## src/rtl/counter_pkg.sv

```systemverilog
// Shared encodings for the up/down counter: wrap/saturate mode and the 2-bit op code.
package counter_pkg;

    localparam logic CNT_MODE_WRAP = 1'b0;
    localparam logic CNT_MODE_SAT  = 1'b1;

    // Clear is issued as LOAD with a zero load value.
    typedef enum logic [1:0] {
        CNT_OP_HOLD = 2'd0,
        CNT_OP_UP   = 2'd1,
        CNT_OP_DOWN = 2'd2,
        CNT_OP_LOAD = 2'd3
    } cnt_op_e;

endpackage

```

## src/rtl/counter_next_calc.sv

```systemverilog
// Combinational next-count calculation: bounded add/subtract with wrap or clip,
// out-of-range recovery and overflow/underflow flags.
import counter_pkg::*;

module counter_next_calc #(
    parameter int WIDTH = 8
) (
    input  logic [WIDTH-1:0] i_count,
    input  logic [WIDTH:0]   i_s,
    input  logic [WIDTH-1:0] i_limit,
    input  logic [WIDTH-1:0] i_load_val,
    input  cnt_op_e          i_op,
    input  logic             i_mode,
    output logic [WIDTH-1:0] o_next,
    output logic             o_ovf,
    output logic             o_unf
);

    localparam logic [WIDTH-1:0] ONE = {{(WIDTH-1){1'b0}}, 1'b1};

    logic [WIDTH:0]   w_c;
    logic [WIDTH:0]   w_l;
    logic [WIDTH:0]   w_sum;
    logic [WIDTH-1:0] w_up_wrap;
    logic [WIDTH-1:0] w_dn_wrap;
    logic [WIDTH-1:0] w_dn_sub;
    logic [WIDTH-1:0] w_oor_dn;

    assign w_c   = {1'b0, i_count};
    assign w_l   = {1'b0, i_limit};
    assign w_sum = w_c + i_s;

    // The true results fit in WIDTH bits, so modulo-2^WIDTH arithmetic yields them exactly.
    assign w_up_wrap = w_sum[WIDTH-1:0] - i_limit - ONE;
    assign w_dn_wrap = i_count + i_limit + ONE - i_s[WIDTH-1:0];
    assign w_dn_sub  = i_count - i_s[WIDTH-1:0];
    assign w_oor_dn  = i_limit - i_s[WIDTH-1:0];

    always_comb begin
        o_next = i_count;
        o_ovf  = 1'b0;
        o_unf  = 1'b0;
        case (i_op)
            CNT_OP_LOAD: begin
                o_next = (i_load_val > i_limit) ? i_limit : i_load_val;
            end
            CNT_OP_UP: begin
                if (i_s != '0) begin
                    if (w_c > w_l) begin
                        o_next = i_limit;
                        o_ovf  = 1'b1;
                    end else if (w_sum > w_l) begin
                        o_next = (i_mode == CNT_MODE_SAT) ? i_limit : w_up_wrap;
                        o_ovf  = 1'b1;
                    end else begin
                        o_next = w_sum[WIDTH-1:0];
                    end
                end
            end
            CNT_OP_DOWN: begin
                if (i_s != '0) begin
                    if (w_c > w_l) begin
                        o_next = (w_l >= i_s) ? w_oor_dn : '0;
                        o_unf  = 1'b1;
                    end else if (w_c < i_s) begin
                        o_next = (i_mode == CNT_MODE_SAT) ? '0 : w_dn_wrap;
                        o_unf  = 1'b1;
                    end else begin
                        o_next = w_dn_sub;
                    end
                end
            end
            default: ;
        endcase
    end

endmodule

```

## src/rtl/mod_updown_counter.sv

```systemverilog
// Up/down counter with programmable modulus, variable step and wrap/saturate mode.
// Optional threshold comparator (i_thresh / o_above) is enabled by defining CNT_THRESH_EN.
import counter_pkg::*;

module mod_updown_counter #(
    parameter int WIDTH    = 8,
    parameter int STEP_W   = 4,
    parameter int SATURATE = 0
) (
    input  logic              i_clk,
    input  logic              i_arst_n,
    input  logic              i_en,
    input  logic              i_inc,
    input  logic              i_dec,
    input  logic [STEP_W-1:0] i_step,
    input  logic              i_set,
    input  logic              i_clr,
    input  logic [WIDTH-1:0]  i_set_val,
    input  logic [WIDTH-1:0]  i_limit,
`ifdef CNT_THRESH_EN
    input  logic [WIDTH-1:0]  i_thresh,
    output logic              o_above,
`endif
    output logic [WIDTH-1:0]  o_count,
    output logic              o_max,
    output logic              o_zero,
    output logic              o_ovf,
    output logic              o_unf
);

    localparam logic           MODE = (SATURATE != 0) ? CNT_MODE_SAT : CNT_MODE_WRAP;
    localparam logic [WIDTH:0] ONE1 = {{WIDTH{1'b0}}, 1'b1};

    logic [WIDTH-1:0] r_count;
    logic             r_ovf;
    logic             r_unf;

    cnt_op_e          w_op;
    logic [WIDTH-1:0] w_load_val;
    logic [WIDTH:0]   w_range;
    logic [WIDTH:0]   w_step_ext;
    logic [WIDTH:0]   w_s;
    logic [WIDTH-1:0] w_next;
    logic             w_ovf;
    logic             w_unf;

    always_comb begin
        w_op       = CNT_OP_HOLD;
        w_load_val = i_set_val;
        if (i_clr) begin
            w_op       = CNT_OP_LOAD;
            w_load_val = '0;
        end else if (i_set) begin
            w_op = CNT_OP_LOAD;
        end else if (i_en && (i_inc ^ i_dec)) begin
            w_op = i_inc ? CNT_OP_UP : CNT_OP_DOWN;
        end
    end

    // A step larger than the range would wrap more than once; limit it to one full lap.
    assign w_range    = {1'b0, i_limit} + ONE1;
    assign w_step_ext = {{(WIDTH+1-STEP_W){1'b0}}, i_step};
    assign w_s        = (w_step_ext > w_range) ? w_range : w_step_ext;

    counter_next_calc #(
        .WIDTH (WIDTH)
    ) u_next_calc (
        .i_count    (r_count),
        .i_s        (w_s),
        .i_limit    (i_limit),
        .i_load_val (w_load_val),
        .i_op       (w_op),
        .i_mode     (MODE),
        .o_next     (w_next),
        .o_ovf      (w_ovf),
        .o_unf      (w_unf)
    );

    always_ff @(posedge i_clk or negedge i_arst_n) begin
        if (!i_arst_n) begin
            r_count <= '0;
            r_ovf   <= 1'b0;
            r_unf   <= 1'b0;
        end else begin
            r_count <= w_next;
            r_ovf   <= w_ovf;
            r_unf   <= w_unf;
        end
    end

`ifdef CNT_THRESH_EN
    logic r_above;

    // Compared against the next count so the flag lands in the same cycle as o_count.
    always_ff @(posedge i_clk or negedge i_arst_n) begin
        if (!i_arst_n) begin
            r_above <= 1'b0;
        end else begin
            r_above <= (w_next >= i_thresh);
        end
    end

    assign o_above = r_above;
`endif

    assign o_count = r_count;
    assign o_ovf   = r_ovf;
    assign o_unf   = r_unf;
    assign o_max   = (r_count == i_limit);
    assign o_zero  = (r_count == '0);

endmodule

```

## config.mk

```make
export PLATFORM = sky130hd
export DESIGN_NAME = mod_updown_counter
export DESIGN_NICKNAME = d
export VERILOG_FILES = /design/src/rtl/counter_pkg.sv /design/src/rtl/counter_next_calc.sv /design/src/rtl/mod_updown_counter.sv
export SDC_FILE = /design/constraint.sdc
export NUM_CORES = 1
export LEC_CHECK = 0
export BUFFER_PORTS_ARGS = -buffer_cell sky130_fd_sc_hd__buf_2
export CAP_MARGIN = 0
export CELL_PAD_IN_SITES_DETAIL_PLACEMENT = 1
export CELL_PAD_IN_SITES_GLOBAL_PLACEMENT = 1
export CORE_MARGIN = 5
export CORE_UTILIZATION = 40
export DETAILED_ROUTE_END_ITERATION = 7
export HOLD_SLACK_MARGIN = 0.02
export PLACE_DENSITY = 0.72
export RECOVER_POWER = 25
export SLEW_MARGIN = 20
export SYNTH_ARGS = -nofsm -noshare
export SYNTH_HDL_FRONTEND = slang
export SYNTH_SLANG_ARGS = --single-unit
```

## constraint.sdc

```tcl
create_clock -name i_clk -period 11.9 [get_ports i_clk]
set_input_delay 0.595 -clock i_clk [delete_from_list [all_inputs] [get_ports i_clk]]
set_output_delay 0.595 -clock i_clk [all_outputs]
set_load 0.005 [all_outputs]
```

==> impl_results.md, run 1 <==
* Status: complete, no violations
* Drt first pass iters at 5
* Routed wire length at 12,900 µm
* Io pins at 39
* Compound-gate portion of the synthesized area at 26.8%
* Number of buffers added for setup after CTS at 0
* Core Region at 0.00881 mm²
* Crit-path max cell delay at 0.47 ns
* CP Class: input port to flip-flop
* Post-layout min period at 6.30 ns
* Overflow after GRT at 0
* Vias post-DR at 3,671
* CP Launch Type: input port
* Clk buf depth at 2
* Top delay family on crit path: compound AO/OA/AOI/OAI gates
* Most frequent cells in the layout: ha_1 (67), inv_1 (44), buf_2 (37), nor2_1 (34), a21oi_1 (34)
* Simple-gate portion of the synthesized area at 20.0%
* Xor and xnor area share after synthesis at 5.54%
* IO Port Bufs at 38
* Die W at 105 µm
* Worst Path Buf+Inv at 4
* Adder-cell share of the synthesized area at 27.4%
* Final Cell Area at 0.00396 mm²
* Asr flop ratio synth at 100%
* Mux cell area share after synthesis at 5.98%
* Hold Fails Final Rpt at 0
* Initial DRC Count at 134
* Register-to-register setup slack at 7.26 ns
* CTS resizes at 0
* CTS tree: built
* Total CTS buffers at 3
* Dpl ws at 5.35 ns
* Largest net degree at the start of global routing at 14
* Via density at 6.10
* First-pass GRT wire length at 20,700 µm
* Clk pin slew, worst setup/hold paths at 0.06 ns
* Clock Tree Root: clkbuf_8
* Total Routing Usage GR at 23.3%
* Max Freq at 159 MHz
* CTS sink count at 10
* Slew Viols, Final at 0
* YS warnings at 0
* Sequential cell area fraction in the yosys report at 6.88%
* H-tree levels at 1
* Rows at 34
* Final setup viols at 0
* Hold crit path type: input port to async pin
* Worst Setup Slack, final at 5.60 ns
* Largest family of logic cells by synthesized area: adder cells
* Number of synthesized flops with an enable pin at 0
* Instance count of the mapped netlist at 459
* Synth area leaders: ha_1 (23%), dfrtp_1 (6.9%), a21oi_1 (4.7%), inv_1 (4.5%), fa_1 (4.4%)
* Final hold slack at 0.359 ns
* Seq cells post-synth at 10
* Top-area cell type share of the netlist area at 23.0%
* Initial antenna violation count at 0
* LEAKAGE at 1.84 nW
* Element type at the critical path end: flip-flop
* Critical Path RT at 12.03 ns
* CP startpoint: i_limit[0]
* Mapped cell area at 0.00364 mm²
* Placed inst area at 0.00390 mm²
* Final nets at 597
* Final Wtd Congestion at 0.935
* Most frequent CP cell: ha_1
* Critical path cell sequence: buf_2 > ha_1 > xor2_1 > inv_1 > ha_1 > nand4_1 > nand2_2 > a211oi_4 > mux2_2 > inv_1 > fa_1 > nand2b_1 > o2bb2ai_1 > o311ai_1 > ha_1 > a21oi_1 > o211ai_1 > o221ai_1 > nor4b_2 > buf_4 > mux2_4 > a2111oi_2 > o21ai_1
* Die height at 105 µm
* Worst IR Drop VDD at 0.0786 mV
* Mapped Avg Cell Area at 7.93 µm²
* Diode count at 0
* Areal power density over the cells at 166 mW/mm²
* RR Endpoint: o_count[6]$_DFFE_PN0P_
* Crit share post-route at 52.9%
* Slew headroom at 50.8%
* Quantity of hold-fixing buffers added after cts at 0
* Clk_lat worst skew at 0.25 ns
* Skew final at 0.00563 ns
* Area Overhead vs Synth at 8.70%
* Routed len/inst at 21.5 µm
* Prevailing post-synth register cell: dfrtp_1
* Most common library cell in the layout ignoring fill and taps: ha_1
* Unrepaired setup endpoints after global routing: no
* Max-cap violations at 0
* Final HPWL DP at 10,700 µm
* Starting Density at 41.3%
* Die Footprint at 0.0111 mm²
* TNS Setup at 0 ns
* Count of different cell masters after synthesis at 73
* DR DRC count at 0
* Crit path max fanout at 10
* Post-layout power at 0.655 mW
* Largest area contributor in the netlist: ha_1
* WP data arrival at 6.43 ns
* Antenna Nets Post-Route at 0
* Worst r2r src: o_count[1]$_DFFE_PN0P_
* Vias in the first global route at 3,830
* Share of post-route cells with drive strength above 1 at 12.3%
* Crit-path slowest cell: o311ai_1
* Slew at the pin with the worst max-slew slack at 0.732 ns
* Worst R2R Path Depth at 14
-- where the power goes --
part	switching (mW)	internal, mW	total (mW)
combinational	0.310	0.232	0.542
clock	0.0176	0.0294	0.0470
sequential	0.0244	0.0416	0.0660
-- layer usage --
layer	global-route usage (%)	share of wire, %	vias up
li1	-	-	1745
met1	30.1	45	1801
met2	41.2	49	95
met3	1.96	3.7	30
met4	7.31	2.8	0
met5	0	0	-
-- synth_stat cells (8+ instances only) --
master	number
ha_1	67
inv_1	44
a21oi_1	34
nor2_1	34
nand2_1	20
nor2b_1	18
o21ai_0	16
xnor2_1	15
mux2i_1	12
dfrtp_1	10
nand3_1	10
nand4_1	10
fa_1	8
nor3_1	8
xor2_1	8
-- registers in the layout, summed over array words and instances (netlist names) --
name     count
o_count      8
o_unf        1
o_ovf        1
-- cells by family after synthesis --
family,after synthesis
mux,20
fa+ha+maj,75
xor+xnor,23
compound gates,136
simple gates,135
buf+inv,58
flops,10
other cells,2
-- layout make-up --
| type | instances | area [µm²] |
|---|---|---|
| fillers | 1114 | 4850 |
| flip-flops and latches | 10 | 250 |
| multi-input cells | 397 | 3150 |
| clock buffers | 4 | 55.1 |
| repair buffers | 39 | 196 |
| inverters | 44 | 165 |
| well taps | 108 | 135 |
-- per-stage QoR --
step,utilization (%),cells
floorplan,-,465
global placement,44.3,598
detailed placement,44.3,598
CTS,44.9,602
global route,44.9,602
finish,44.9,602
-- worst register-to-register path, cell delays in order (launching register included) --
cell	delay, ns
dfrtp_1	0.72
inv_1	0.21
fa_1	0.48
nand2b_1	0.16
o2bb2ai_1	0.22
o311ai_1	0.47
ha_1	0.38
a21oi_1	0.31
o211ai_1	0.15
o221ai_1	0.17
nor4b_2	0.22
buf_4	0.23
mux2_4	0.32
a2111oi_2	0.38
o21ai_1	0.12
-- worst max-delay path by stage --
stage	cells after the start	slack [ns]	to
floorplan	22	6.41	o_count[5]$_DFFE_PN0P_
global placement	23	5.70	o_count[6]$_DFFE_PN0P_
detailed placement	23	5.35	o_count[6]$_DFFE_PN0P_
CTS	23	5.61	o_count[6]$_DFFE_PN0P_
global route	23	5.22	o_count[1]$_DFFE_PN0P_
finish	23	5.60	o_count[6]$_DFFE_PN0P_
Power figures use the tool's default switching activity.
==> run 2, diff against run 1 <==
--- a/config.mk
+++ b/config.mk
@@ -13,7 +13,7 @@
 export CORE_UTILIZATION = 40
 export DETAILED_ROUTE_END_ITERATION = 7
 export HOLD_SLACK_MARGIN = 0.02
-export PLACE_DENSITY = 0.72
+export PLACE_DENSITY = 0.75
 export RECOVER_POWER = 25
 export SLEW_MARGIN = 20
 export SYNTH_ARGS = -nofsm -noshare
==> constraint.sdc (replaced) <==
create_clock -name i_clk -period 5.3 [get_ports i_clk]
set_input_delay 0.265 -clock i_clk [delete_from_list [all_inputs] [get_ports i_clk]]
set_output_delay 0.265 -clock i_clk [all_outputs]
set_load 0.005 [all_outputs]
==> impl_results.md, run 2 (synthesis gave the netlist of run 1 again) <==
* CP Launch Type: input port
* Final Wtd Congestion at 0.933 (-0.17%)
* DR DRC count at 0 (unchanged)
* Worst r2r src: o_count[1]$_DFFE_PN0P_
* H-tree levels at 1 (unchanged)
* Post-layout power at 1.63 mW (+150%)
* Total CTS buffers at 3 (unchanged)
* Max-cap violations at 0 (unchanged)
* CP Class: input port to flip-flop
* Io pins at 39 (unchanged)
* Skew final at 0.00132 ns (-0.00431 ns)
* Diode count at 0 (unchanged)
* Die height at 105 µm (unchanged)
* Slew at the pin with the worst max-slew slack at 0.718 ns (-0.0143 ns)
* Met2 Use GR at 42.5% (+1.4 points)
* Most common library cell in the layout ignoring fill and taps: ha_1
* Clk pin slew, worst setup/hold paths at 0.05 ns (about the same)
* Die W at 105 µm (unchanged)
* Clk buf depth at 2 (unchanged)
* Final setup viols at 0 (unchanged)
* Clock Tree Root: clkbuf_8
* Routed len/inst at 22.1 µm (+3.0%)
* Dpl cells at 619 (+3.5%)
* Share of post-route cells with drive strength above 1 at 19.9% (+7.6 points)
* Initial antenna violation count at 0 (unchanged)
* Met1 Use GR at 30.8% (+0.72 points)
* IO Port Bufs at 38 (unchanged)
* Max reg flops at 8 (unchanged)
* Worst R2R Path Depth at 15 (+1)
* Top delay family on crit path: compound AO/OA/AOI/OAI gates
* Crit-path slowest cell: o41ai_2
* Routed wire length at 13,900 µm (+7.8%)
* Most frequent cells in the layout: ha_1 (63), inv_1 (44), buf_2 (37), nor2_1 (34), a21oi_1 (30)
* Via density at 6.02 (-1.3%)
* Clk_lat worst skew at 0.25 ns (about the same)
* Initial DRC Count at 159 (+19%)
* Vias post-DR at 3,791 (+3.3%)
* Rows at 34 (unchanged)
* Hold Fails Final Rpt at 0 (unchanged)
* Worst Setup Slack, final at 0.149 ns (-5.45 ns)
* TNS Setup at 0 ns (unchanged)
* Drt first pass iters at 4 (-1)
* Slew Viols, Final at 0 (unchanged)
* Crit-path max cell delay at 0.39 ns (-0.08 ns)
* Area Overhead vs Synth at 18.3%
* Core Region at 0.00881 mm² (unchanged)
* Crit path max fanout at 6 (-4)
* Dpl ws at -0.352 ns (-5.70 ns)
* Vias in the first global route at 3,946 (+3.0%)
* Total Routing Usage GR at 23.6% (+0.31 points)
* Slew headroom at 51.7% (+0.96 points)
* Critical Path RT at 5.41 ns (-6.62 ns)
* Die Footprint at 0.0111 mm² (unchanged)
* Max Freq at 194 MHz
* Areal power density over the cells at 379 mW/mm² (+130%)
* Hold crit path type: input port to async pin
* Global routing's busiest layer: met2
* GR Util met3 at 1.71% (-0.24 points)
* Final Non-Filler Cells at 630 (+4.7%)
* Final hold slack at 0.542 ns (+0.182 ns)
* Status: complete, no violations
* First-pass GRT wire length at 21,000 µm (+1.7%)
* WP data arrival at 5.26 ns (-1.17 ns)
* Final nets at 625 (+4.7%)
* Post-layout min period at 5.15 ns
* CTS tree: built
* Worst IR Drop VDD at 0.164 mV (+110%)
* CP startpoint: i_limit[0]
* Antenna Nets Post-Route at 0 (unchanged)
* RR Endpoint: o_count[5]$_DFFE_PN0P_
* Register-to-register setup slack at 1.16 ns (-6.10 ns)
* Final HPWL DP at 11,200 µm (+4.1%)
* CTS sink count at 10 (unchanged)
* Overflow after GRT at 0 (unchanged)
* Largest net degree at the start of global routing at 14 (unchanged)
* Crit share post-route at 97.2%
* Worst Path Buf+Inv at 5 (+1)
* Starting Density at 41.3% (unchanged)
* LEAKAGE at 2.00 nW (+9.1%)
* Element type at the critical path end: flip-flop
## run 2: changes by cell type in the layout (fill, tap and decap cells not counted), sizes merged
cell / before / now
dlygate4sd3: 0 / 1
buf: 38 / 65
## run 2: metrics by stage
stage / instance area [µm²] / utilization (%)
after detailed placement: 4060 / 46.1
after CTS: 4140 / 47.0
final: 4300 / 48.9
after global placement: 4060 / 46.1
after floorplan: 3660 / -
after global routing: 4300 / 48.9
## run 2: cell type report
class	count	area, µm²
repair buffers	67	409
flip-flops and latches	10	250
clock buffers	4	55.1
multi-input cells	397	3290
well taps	108	135
fillers	1112	4500
inverters	44	165
## run 2: what timing repair did
action	4_1_cts	5_1_grt
resized for setup	0	21
hold buffers	1	0
endpoints found under the hold margin	10	0
pin swaps	1	9
buffers inserted	2	4
setup endpoints to repair	4	7
## run 2: metal layers
| layer | wire length [µm] | up-vias |
|---|---|---|
| met5 | 0 | - |
| met4 | 303 | 0 |
| met3 | 588 | 25 |
| met2 | 6890 | 99 |
| met1 | 6160 | 1861 |
| li1 | - | 1806 |
## run 2: worst max-delay path by stage
stage                                  end  slack [ns]  cells past startpoint
floorplan           o_count[5]$_DFFE_PN0P_        0.14                     22
global placement    o_count[6]$_DFFE_PN0P_        0.04                     25
detailed placement  o_count[5]$_DFFE_PN0P_       -0.35                     24
CTS                 o_count[5]$_DFFE_PN0P_        0.02                     24
global route        o_count[6]$_DFFE_PN0P_       -0.06                     26
finish              o_count[5]$_DFFE_PN0P_        0.15                     26
## run 2: where the power goes
group	leakage [nW]	internal (mW)	total [mW]	switching, mW
sequential	0.125	0.0934	0.143	0.0500
combinational	1.85	0.612	1.39	0.773
clock	0.0288	0.0659	0.103	0.0372
total	2.00	0.772	1.63	0.860
==> run 3, diff against run 2 <==
--- a/config.mk
+++ b/config.mk
@@ -7,13 +7,11 @@
 export LEC_CHECK = 0
 export BUFFER_PORTS_ARGS = -buffer_cell sky130_fd_sc_hd__buf_2
 export CAP_MARGIN = 0
-export CELL_PAD_IN_SITES_DETAIL_PLACEMENT = 1
-export CELL_PAD_IN_SITES_GLOBAL_PLACEMENT = 1
 export CORE_MARGIN = 5
 export CORE_UTILIZATION = 40
 export DETAILED_ROUTE_END_ITERATION = 7
 export HOLD_SLACK_MARGIN = 0.02
-export PLACE_DENSITY = 0.75
+export PLACE_DENSITY = 0.58
 export RECOVER_POWER = 25
 export SLEW_MARGIN = 20
 export SYNTH_ARGS = -nofsm -noshare
==> impl_results.md, run 3 (synthesis gave the netlist of run 1 again) <==
* Vias post-DR at 3,680 (-2.9%)
* Placed inst area at 0.00406 mm² (unchanged)
* Rows at 34 (unchanged)
* Max-cap violations at 0 (unchanged)
* Routed len/inst at 19.7 µm (-11%)
* WP data arrival at 5.10 ns (-0.16 ns)
* Hold crit path type: input port to async pin
* Skew final at 0.00158 ns (+0.000266 ns)
* Die height at 105 µm (unchanged)
* Register-to-register setup slack at 1.13 ns (-0.03 ns)
* Max Freq at 200 MHz (+3.1%)
* Post-layout min period at 5.00 ns (-0.154 ns)
* Antenna Nets Post-Route at 0 (unchanged)
* Final hold slack at 0.547 ns (+0.00518 ns)
* Switching fraction of total power at 52.3% (-0.42 points)
* Combinational power share at 85.7% (+0.8 points)
* Worst IR Drop VDD at 0.185 mV (+13%)
* LEAKAGE at 1.95 nW (-2.7%)
* Total CTS buffers at 3 (unchanged)
* Most frequent CP cell: ha_1
* Total Routing Usage GR at 22.2% (-1.4 points)
* P_sw at 0.789 mW (-8.3%)
* H-tree levels at 1 (unchanged)
* Crit path max fanout at 7 (+1)
* Pint at 0.719 mW (-6.8%)
* Crit-path max cell delay at 0.39 ns (about the same)
* Diode count at 0 (unchanged)
* Area Overhead vs Synth at 14.4%
* First-pass GRT wire length at 19,800 µm (-5.9%)
* Initial antenna violation count at 0 (unchanged)
* Routed wire length at 12,300 µm (-12%)
* Top delay family on crit path: compound AO/OA/AOI/OAI gates
* Flop pwr share at 9.0% (+0.2 points)
* CP Launch Type: input port
* Vias in the first global route at 3,717 (-5.8%)
* Final Cell Area at 0.00416 mm² (-3.3%)
* Status: complete, no violations
* Worst Path Buf+Inv at 5 (unchanged)
* Initial DRC Count at 187 (+18%)
* Crit share post-route at 94.3% (-2.9 points)
* Via density at 5.90 (-2.0%)
* Overflow after GRT at 0 (unchanged)
* Worst R2R Path Depth at 15 (unchanged)
* CTS sink count at 10 (unchanged)
* Core Region at 0.00881 mm² (unchanged)
* Final nets at 620 (-0.80%)
* Worst r2r src: o_count[1]$_DFFE_PN0P_
* Critical path cell sequence: buf_2 > ha_1 > xor2_2 > inv_1 > ha_1 > o211ai_1 > a211oi_4 > a21o_1 > ha_1 > inv_1 > fa_1 > nand2b_1 > o2bb2ai_2 > o311ai_2 > ha_1 > buf_4 > a21oi_1 > a2bb2oi_1 > o221ai_1 > nor4b_2 > buf_4 > mux2_4 > a2111oi_2 > o21ai_1
* Max reg flops at 8 (unchanged)
* Clk pin slew, worst setup/hold paths at 0.05 ns (about the same)
* Die W at 105 µm (unchanged)
* Final Wtd Congestion at 0.983 (+5.4%)
* Areal power density over the cells at 362 mW/mm² (-4.5%)
* DR DRC count at 0 (unchanged)
* Most frequent cells in the layout: ha_1 (67), inv_1 (44), buf_2 (37), nor2_1 (34), a21oi_1 (32)
* Critical Path RT at 5.41 ns (about the same)
* Share of post-route cells with drive strength above 1 at 17.4% (-2.5 points)
* Die Footprint at 0.0111 mm² (unchanged)
* Most common library cell in the layout ignoring fill and taps: ha_1
* Io pins at 39 (unchanged)
* CTS tree: built
* Drt first pass iters at 5 (+1)
* IO Port Bufs at 38 (unchanged)
* Final setup viols at 0 (unchanged)
* Slew headroom at 52.4% (+0.63 points)
* Final HPWL DP at 10,300 µm (-8.3%)
* Element type at the critical path end: flip-flop
* Slew Viols, Final at 0 (unchanged)
* Hold Fails Final Rpt at 0 (unchanged)
* Clock power frac at 5.3% (-1.0 points)
* Starting Density at 41.3% (unchanged)
* RR Endpoint: o_count[6]$_DFFE_PN0P_
* Crit-path slowest cell: fa_1
* Clk buf depth at 2 (unchanged)
* CP Class: input port to flip-flop
* Clock Tree Root: clkbuf_8
* Clk_lat worst skew at 0.24 ns (about the same)
* Slew at the pin with the worst max-slew slack at 0.709 ns (-0.00931 ns)
* Largest net degree at the start of global routing at 14 (unchanged)
run 3: changes by cell type in the layout (fill, tap and decap cells not counted), sizes merged:
cell / delta
buf: -5
clkbuf: -1
run 3: area by class of cell:
cell class              count  area (µm²)
fillers                   899        4640
multi-input cells         397        3200
flip-flops and latches     10         250
repair buffers             62         372
clock buffers               3        41.3
well taps                 108         135
inverters                  44         165
run 3: repair_timing:
item	4_1_cts	5_1_grt
endpoints found under the setup margin	0	7
hold buffers	1	0
gates resized for setup	0	8
hold endpoints to repair	10	0
buffers inserted	0	1
run 3: worst max-delay path by stage:
stage / to / depth (start not counted) / startpoint
after floorplan: o_count[5]$_DFFE_PN0P_ / 22 / i_limit[0]
after global placement: o_count[3]$_DFFE_PN0P_ / 25 / i_limit[0]
after detailed placement: o_count[6]$_DFFE_PN0P_ / 25 / i_limit[0]
after CTS: o_count[6]$_DFFE_PN0P_ / 25 / i_limit[0]
after global routing: o_count[6]$_DFFE_PN0P_ / 23 / i_limit[0]
final: o_count[6]$_DFFE_PN0P_ / 24 / i_limit[0]
run 3: through the flow:
stage	utilization (%)	std cells	power, mW	TNS [ns]	setup WS, ns
after floorplan	-	465	1.04	0	0.141
after global placement	46.1	619	1.35	0	0.0726
after detailed placement	46.1	619	1.38	-0.364	-0.126
after CTS	46.7	623	1.47	0	0.108
after global routing	47.3	624	1.65	-0.118	-0.0723
final	47.3	624	1.51	0	0.304
run 3: metal layers:
layer	wire length [µm]	vias up	GRT usage (%)
met2	5830	98	37.8
li1	-	1791	-
met5	0	-	0
met3	590	22	1.22
met4	323	0	7.31
met1	5540	1769	30.0
run 3: power groups by stage:
stage	Clock [mW]	Combinational, mW	Sequential [mW]
6_report	0.0794	1.29	0.136
5_1_grt	0.0849	1.43	0.139
4_1_cts	0.0801	1.25	0.136
3_5_place_dp	0	1.24	0.137
3_3_place_gp	0	1.22	0.137
2_1_floorplan	0	0.913	0.127
